==> src/rtl/manual_entry.sv <==
// manual_entry: synchronizes and debounces front-panel mode/step/switch inputs and
// issues one latched switch word to the instruction encoder per clean button press.
module manual_entry #(
  parameter int DEBOUNCE_CYCLES = 20000,
  parameter int CNT_W = 8
) (
  input  logic             clk,
  input  logic             rst_n,
  input  logic             mode_raw,
  input  logic             step_raw,
  input  logic [14:0]      sw_raw,
  input  logic             fetch_ready,
  output logic             man,
  output logic [14:0]      switch,
  output logic             busy,
  output logic [CNT_W-1:0] issue_count
);
  localparam int DB_W = (DEBOUNCE_CYCLES > 2) ? $clog2(DEBOUNCE_CYCLES) : 1;
  localparam logic [DB_W-1:0] DB_MAX = DB_W'(DEBOUNCE_CYCLES - 1);
  typedef enum logic [1:0] {IDLE, ISSUE, HOLD} state_t;
  logic             mode_s1_q, mode_s2_q, step_s1_q, step_s2_q;
  logic [14:0]      sw_s1_q, sw_s2_q;
  logic [DB_W-1:0]  db_cnt_q, db_cnt_d;
  logic             step_stable_q, step_stable_d, step_stable_dly_q, press;
  state_t           state_q, state_d;
  logic [14:0]      switch_q, switch_d;
  logic [CNT_W-1:0] issue_count_q, issue_count_d;
  always_ff @(posedge clk or negedge rst_n) begin
    if (!rst_n) begin
      mode_s1_q         <= 1'b0;
      mode_s2_q         <= 1'b0;
      step_s1_q         <= 1'b0;
      step_s2_q         <= 1'b0;
      sw_s1_q           <= '0;
      sw_s2_q           <= '0;
      db_cnt_q          <= '0;
      step_stable_q     <= 1'b0;
      step_stable_dly_q <= 1'b0;
      state_q           <= IDLE;
      switch_q          <= '0;
      issue_count_q     <= '0;
    end else begin
      mode_s1_q         <= mode_raw;
      mode_s2_q         <= mode_s1_q;
      step_s1_q         <= step_raw;
      step_s2_q         <= step_s1_q;
      sw_s1_q           <= sw_raw;
      sw_s2_q           <= sw_s1_q;
      db_cnt_q          <= db_cnt_d;
      step_stable_q     <= step_stable_d;
      step_stable_dly_q <= step_stable_q;
      state_q           <= state_d;
      switch_q          <= switch_d;
      issue_count_q     <= issue_count_d;
    end
  end
  always_comb begin
    db_cnt_d      = '0;
    step_stable_d = step_stable_q;
    if (step_s2_q != step_stable_q) begin
      if (db_cnt_q == DB_MAX) step_stable_d = step_s2_q;
      else db_cnt_d = db_cnt_q + 1'b1;
    end
    press         = step_stable_q & ~step_stable_dly_q;
    state_d       = state_q;
    switch_d      = switch_q;
    issue_count_d = issue_count_q;
    // a completed handshake wins over a simultaneous mode drop
    case (state_q)
      IDLE: if (press && mode_s2_q) begin
        state_d  = ISSUE;
        switch_d = sw_s2_q;
      end
      ISSUE: if (fetch_ready) begin
        state_d       = HOLD;
        issue_count_d = issue_count_q + 1'b1;
      end else if (!mode_s2_q) state_d = IDLE;
      HOLD: if (!step_stable_q) state_d = IDLE;
      default: state_d = IDLE;
    endcase
  end
  assign man         = (state_q == ISSUE);
  assign busy        = (state_q != IDLE);
  assign switch      = switch_q;
  assign issue_count = issue_count_q;
endmodule
==> config.mk <==
export PLATFORM = sky130hd
export DESIGN_NAME = manual_entry
export DESIGN_NICKNAME = d
export VERILOG_FILES = /design/src/rtl/manual_entry.sv
export SDC_FILE = /design/constraint.sdc
export NUM_CORES = 1
export LEC_CHECK = 0
export CAP_MARGIN = 10
export CELL_PAD_IN_SITES_DETAIL_PLACEMENT = 1
export CELL_PAD_IN_SITES_GLOBAL_PLACEMENT = 1
export CORE_UTILIZATION = 30
export DETAILED_ROUTE_END_ITERATION = 10
export HOLD_SLACK_MARGIN = 0.05
export PLACE_DENSITY_LB_ADDON = 0.1
export SLEW_MARGIN = 20
export SYNTH_ARGS = -nofsm -noshare
export SYNTH_HDL_FRONTEND = slang
export SYNTH_SLANG_ARGS = --single-unit
==> constraint.sdc <==
create_clock -name clk -period 1.6 [get_ports clk]
set_clock_uncertainty 0.15 [all_clocks]
set_input_delay 0.32 -clock clk [delete_from_list [all_inputs] [get_ports clk]]
set_output_delay 0.32 -clock clk [all_outputs]
set_load 0.02 [all_outputs]
# After elaboration in Yosys (flattened, before gate mapping)
# Cells that the tools add are included.
word_totals:
  ff_bits: 76
  input_bits: 20
  word_cells: 37
classes:
  add_sub_neg: 2
  eq_ne: 7
  muxes: 7
  n_bitwise: 2
  n_reduce_logical: 7
ops:
  columns: ["operator", "n"]
  rows:
  - ["two-way mux 15 bit", 2]
  - ["adder 15 x 1 -> 15 bit (second input constant)", 1]
  - ["equality test 15 bit (second input constant)", 1]
  - ["adder 8 x 1 -> 8 bit (second input constant)", 1]
  - ["two-way mux 2 bit", 4]
  - ["one-hot mux 2 bit (3 select lines)", 1]
  - ["AND reduction 2 bit", 3]
  - ["inequality test 2 bit (second input constant)", 2]
  - ["inequality test 3 bit (second input constant)", 1]
  - ["AND reduction 3 bit", 1]
  - ["equality test 2 x 1 -> 1 bit (second input constant)", 1]
  - ["equality test 2 bit (second input constant)", 1]
  - ["logical NOT 2 bit", 1]
  - ["nonzero test 2 bit", 1]
  - ["AND 1 bit", 1]
  - ["logical AND 1 bit", 1]
  - ["inequality test 1 bit", 1]
  - ["NOT 1 bit", 1]

# Logic depth before layout (Yosys ltp)
logic_depth:
  ltp_word: 5
  ltp_mapped: 6
  mapped_depth_nobuf: 5

# Worst setup path after synthesis
# No wires, ideal clock.
synth_timing:
  path_type: "register to register"
  from: "register db_cnt_q[0]"
  to: "register step_stable_q"
  arrival_ps: 1326
  t_required_ps: 1325
  path_slack_ps: -1
  path_stages_with_launch: 5
  path_buffers: 0
  period_less_slack_ps: 1601
  cell_sequence: "dfrtp_1 > ha_1 > and4_4 > nand4_4 > mux2_4"
synth_between:
  elab_chain_len: 2
synth_lines:
  columns: ["element", "line_no", "rtl"]
  rows:
  - ["start: declaration", "23", "logic [DB_W-1:0] db_cnt_q, db_cnt_d;"]
  - ["start signal: assignment", "49", "db_cnt_q <= db_cnt_d;"]
  - ["equality test 15 bit", "61", "if (db_cnt_q == DB_MAX) step_stable_d = step_s2_q;"]
  - ["AND reduction 2 bit (no source line)", null, null]
  - ["end signal: assignment", "50", "step_stable_q <= step_stable_d;"]
  - ["end: declaration", "24", "logic step_stable_q, step_stable_d, step_stable_dly_q, press;"]
# No other way between the ends.
# A chain may end at the register's enable or synchronous reset.

# Final worst setup path
layout_timing:
  from: "register state_q[1]"
  to: "register switch_q[10] (netlist: switch[10])"
layout_between:
  elab_chain_len: 2
layout_lines:
  columns: ["element", "line_no", "rtl"]
  rows:
  - ["start: declaration", "25", "state_t state_q, state_d;"]
  - ["start signal: assignment", "52", "state_q <= state_d;"]
  - ["logical NOT 2 bit", "69", "case (state_q)"]
  - ["AND reduction 2 bit (no source line)", null, null]
  - ["end signal: assignment", "53", "switch_q <= switch_d;"]
  - ["end: declaration", "26", "logic [14:0] switch_q, switch_d;"]
# No other way between the ends.

==> metrics.md <==
| Metric | Value |
|---|---|
| Status | finished with violations |
| Failing checks | negative setup slack |
| Initial core utilization | 0.314 |
| Nets | about 290 |
| Cell Area, Synth | 0.00278 sq mm |
| Slowest Stage Delay on Critical Path | 0.39 ns |
| Syn Nets | between 200 and 250 |
| CP Class | flip-flop to flip-flop |
| Clock-pin slew on the worst setup and hold paths | 0.09 ns |
| Top FF cell, synth | dfrtp_1 |
| Post-synth EDFFs | 0 |
| Max-slew violation count | 0 |
| Syn_area_per_cell | 15.2 sq um |
| Register bit count reported by yosys | 76 |
| Tmin final | 1.69 ns |
| Floorplan row count | 34 |
| Post-synth ARST share | 1.00 |
| Detail Route Antenna Nets | 0 |
| Leakage | around 1.8 nW |
| First-iteration detailed-routing DRC count | 26 |
| Pwr Density | 902 mW/mm^2 |
| Synth warnings | 0 |
| IO Pins | 45 |
| # port buffers | 44 |
| Die Area | just under 0.01 sq mm |
| Largest net degree at the start of global routing | 68 |
| Final WS setup | -0.0876 ns |
| Hold Path Class | input pin to async pin |
| Area Overhead vs Synth | 36.5% |
| Sw frac | 0.236 |
| Final Util | 0.428 |
| Tcrit/Tclk final | 1.05 |
| Post-Route WL | about 5200 microns |
| Worst-Margin Slew | ~0.35 ns |
| All-layer global routing usage | 0.124 |
| HPWL Detailed | ~3300 microns |
| Hold Fails Final Rpt | 0 |
| CTS Buffer Depth | 2 |
| Slew HR | 0.764 |
| CTS tree | yes |
| Avg WL per Cell | roughly 14 microns |
| Initial antenna violation count | 0 |
| Sequential Power Share | 0.582 |
| Unrepaired setup endpoints after global routing | yes |
| Core box area | 0.00885 sq mm |
| Clock latency on the worst-skew pair | roughly 0.34 ns |
| Worst VDD drop | 0.515 mV |
| Switching power | 0.807 mW |
| Vias in the first global route | 1,747 |
| Via Count | 1,662 |
| CP max FO | 5 |
| CTS sink cnt | 76 |
| CP Cell Sequence | buf_6 -> buf_6 -> nor2_4 -> and3_4 -> buf_12 -> buf_8 -> mux2_4 |
| Clk Tree Root Cell | clkbuf_8 |
| Crit path arrival time | 1.77 ns |
| Synth cell types | 26 |
| H-tree levels | 3 |
| Pre-Repair DR Iteration Count | 6 |
| Crit path required time | 1.68 ns |
| First-pass GRT wire length | 8990 microns |
| Comb power frac | 0.039 |
| Setup violators final | 12 |
| Fraction of layout cells with a size suffix above 1 | 0.316 |
| Die Y | 98.2 microns |
| DRC | 0 |
| Int Power | 2.61 mW |
| Chip Width | 98.2 microns |
| CTS Buf Count | 9 |
| Overflow after GRT | 0 |
| Share of the yosys chip area belonging to registers | 0.685 |
| Maxcap violations | 0 |
| Hold Worst Slack | 0.187 ns |
| Most frequent CP cell | buf_6 |
| Fin Setup TNS | -0.853 ns |
| Type of origin of the critical path | flip-flop |
| Power share of the clock group | 0.379 |
| Filler cells | 921 |
| Final GP Congestion | approximately 0.69 |
| Post-Syn Instances | 183 |
| Maximum clock frequency | about 590 MHz |
| Drt via density | about 4.4 |
| Worst path slowest cell | dfrtp_1 |
| Ant diodes | 0 |
| CP endpoint kind | flip-flop |
-- per-stage QoR --
stage          worst slack (ns)  total power, mW  std cells  cell area (sq um)
6_report                -0.0876             3.42        377               3790
2_1_floorplan           0.00876             2.05        183               2780
5_1_grt                  -0.135             3.60        377               3790
4_1_cts                  -0.198             3.50        373               3750
3_5_place_dp            -0.0755             2.16        352               3480
3_3_place_gp            -0.0779             2.15        352               3480
-- sequential cells by signal, indices dropped and copies added (netlist names) --
register	cells
db_cnt_q	15
sw_s1_q	15
sw_s2_q	15
switch	15
issue_count	8
state_q	2
mode_s1_q	1
mode_s2_q	1
step_s1_q	1
step_s2_q	1
step_stable_dly_q	1
step_stable_q	1
-- power by group through the flow --
| stage | clock network (mW) | logic [mW] | registers, mW |
|---|---|---|---|
| after floorplan | 0 | 0.0233 | 2.02 |
| after global placement | 0 | 0.130 | 2.02 |
| after detailed placement | 0 | 0.132 | 2.02 |
| after CTS | 1.37 | 0.135 | 1.99 |
| after global routing | 1.45 | 0.152 | 1.99 |
| final | 1.30 | 0.133 | 1.99 |
-- placed cells by master (no fill, tap or decap), types with 2 or more instances in the layout --
cell type,instances
dlygate4sd2_1,19
buf_4,22
buf_12,4
mux2_4,16
nor4_2,3
nand4_1,5
nand3_1,8
clkinvlp_4,4
nor2_2,2
nand2b_4,2
dfrtp_1,76
xor2_1,7
clkdlybuf4s50_1,18
inv_1,3
nor2_1,16
and3_1,3
nor2b_2,2
nand3_2,3
clkbuf_2,2
buf_6,3
clkbuf_8,9
clkdlybuf4s15_1,2
nand2_1,6
nor3_1,3
inv_6,2
xnor2_1,14
-- per-layer routing --
layer / GRT usage / routed length (microns) / part of all wire
met1: 0.168 / 2570 / 0.49
met5: 0 / 0 / 0
met4: 0.0689 / 117 / 0.022
met3: 0.0329 / 190 / 0.036
met2: 0.180 / 2350 / 0.45
-- logic make-up (layout without fill, tap and decap cells) --
group / after synthesis / count (layout) / share of synthesized area
buffers and inverters: 7 / 92 / 0.0230
AO/OA/AOI/OAI: 1 / 1 / 0.00316
adder cells (fa/ha/maj): 2 / 2 / 0.00902
multiplexers: 17 / 17 / 0.0825
AND/OR/NAND/NOR: 59 / 60 / 0.131
XOR/XNOR: 21 / 21 / 0.0663
flip-flops: 76 / 76 / 0.685
-- area by class of cell --
class	instances	area [sq um]	area share
clock inverters	6	47.5	0.0126
repair buffers	73	686	0.181
inverters	3	11.3	0.00297
multi-input cells	101	878	0.232
flip-flops and latches	76	1900	0.502
well taps	108	135	0.0357
clock buffers	10	128	0.0337
-- path summary, 6_finish.rpt --
kind | from | endpoint | slack [ns] | depth (start not counted)
min in group clk | sw_s1_q[8] | sw_s2_q[8] | 0.19 | 0
min | rst_n | switch[13] | 0.19 | 2
max reg2reg | state_q[1] | switch[10] | -0.09 | 7
max | state_q[1] | switch[10] | -0.09 | 7
max in group asynchronous | rst_n | step_stable_q | 0.54 | 3
min reg2reg | sw_s1_q[8] | sw_s2_q[8] | 0.19 | 0
-- critical path, delay by kind of cell (launching register included) --
kind / cells / cell delay [ns]
buffers and inverters: 4 / 0.47
flip-flops: 1 / 0.39
multiplexers: 1 / 0.29
AND/OR/NAND/NOR: 2 / 0.27
-- synth_stat cells (2+ instances only) --
| library cell | instances | share of area |
|---|---|---|
| xnor2_1 | 14 | 0.044 |
| mux2_4 | 10 | 0.054 |
| nand3_1 | 8 | 0.014 |
| nand3_2 | 3 | 0.011 |
| ha_1 | 2 | 0.0090 |
| nand4_1 | 5 | 0.011 |
| mux2_2 | 7 | 0.028 |
| dfrtp_1 | 76 | 0.69 |
| nand2_1 | 6 | 0.0081 |
| xor2_1 | 7 | 0.022 |
| nor4_2 | 3 | 0.014 |
| nor2_1 | 18 | 0.024 |
| inv_1 | 3 | 0.0041 |
| buf_8 | 2 | 0.011 |
| nor3_1 | 3 | 0.0054 |
| and3_1 | 4 | 0.0090 |
| nor2b_1 | 2 | 0.0045 |
| buf_6 | 2 | 0.0081 |
-- repair_timing --
item	in CTS	in global routing
setup endpoints to repair	40	39
gates cloned	1	1
pin swaps	1	5
buffers inserted	3	4
endpoints found under the hold margin	76	0
gates resized for setup	48	11
hold buffers	1	0
Power figures use the tool's default switching activity.
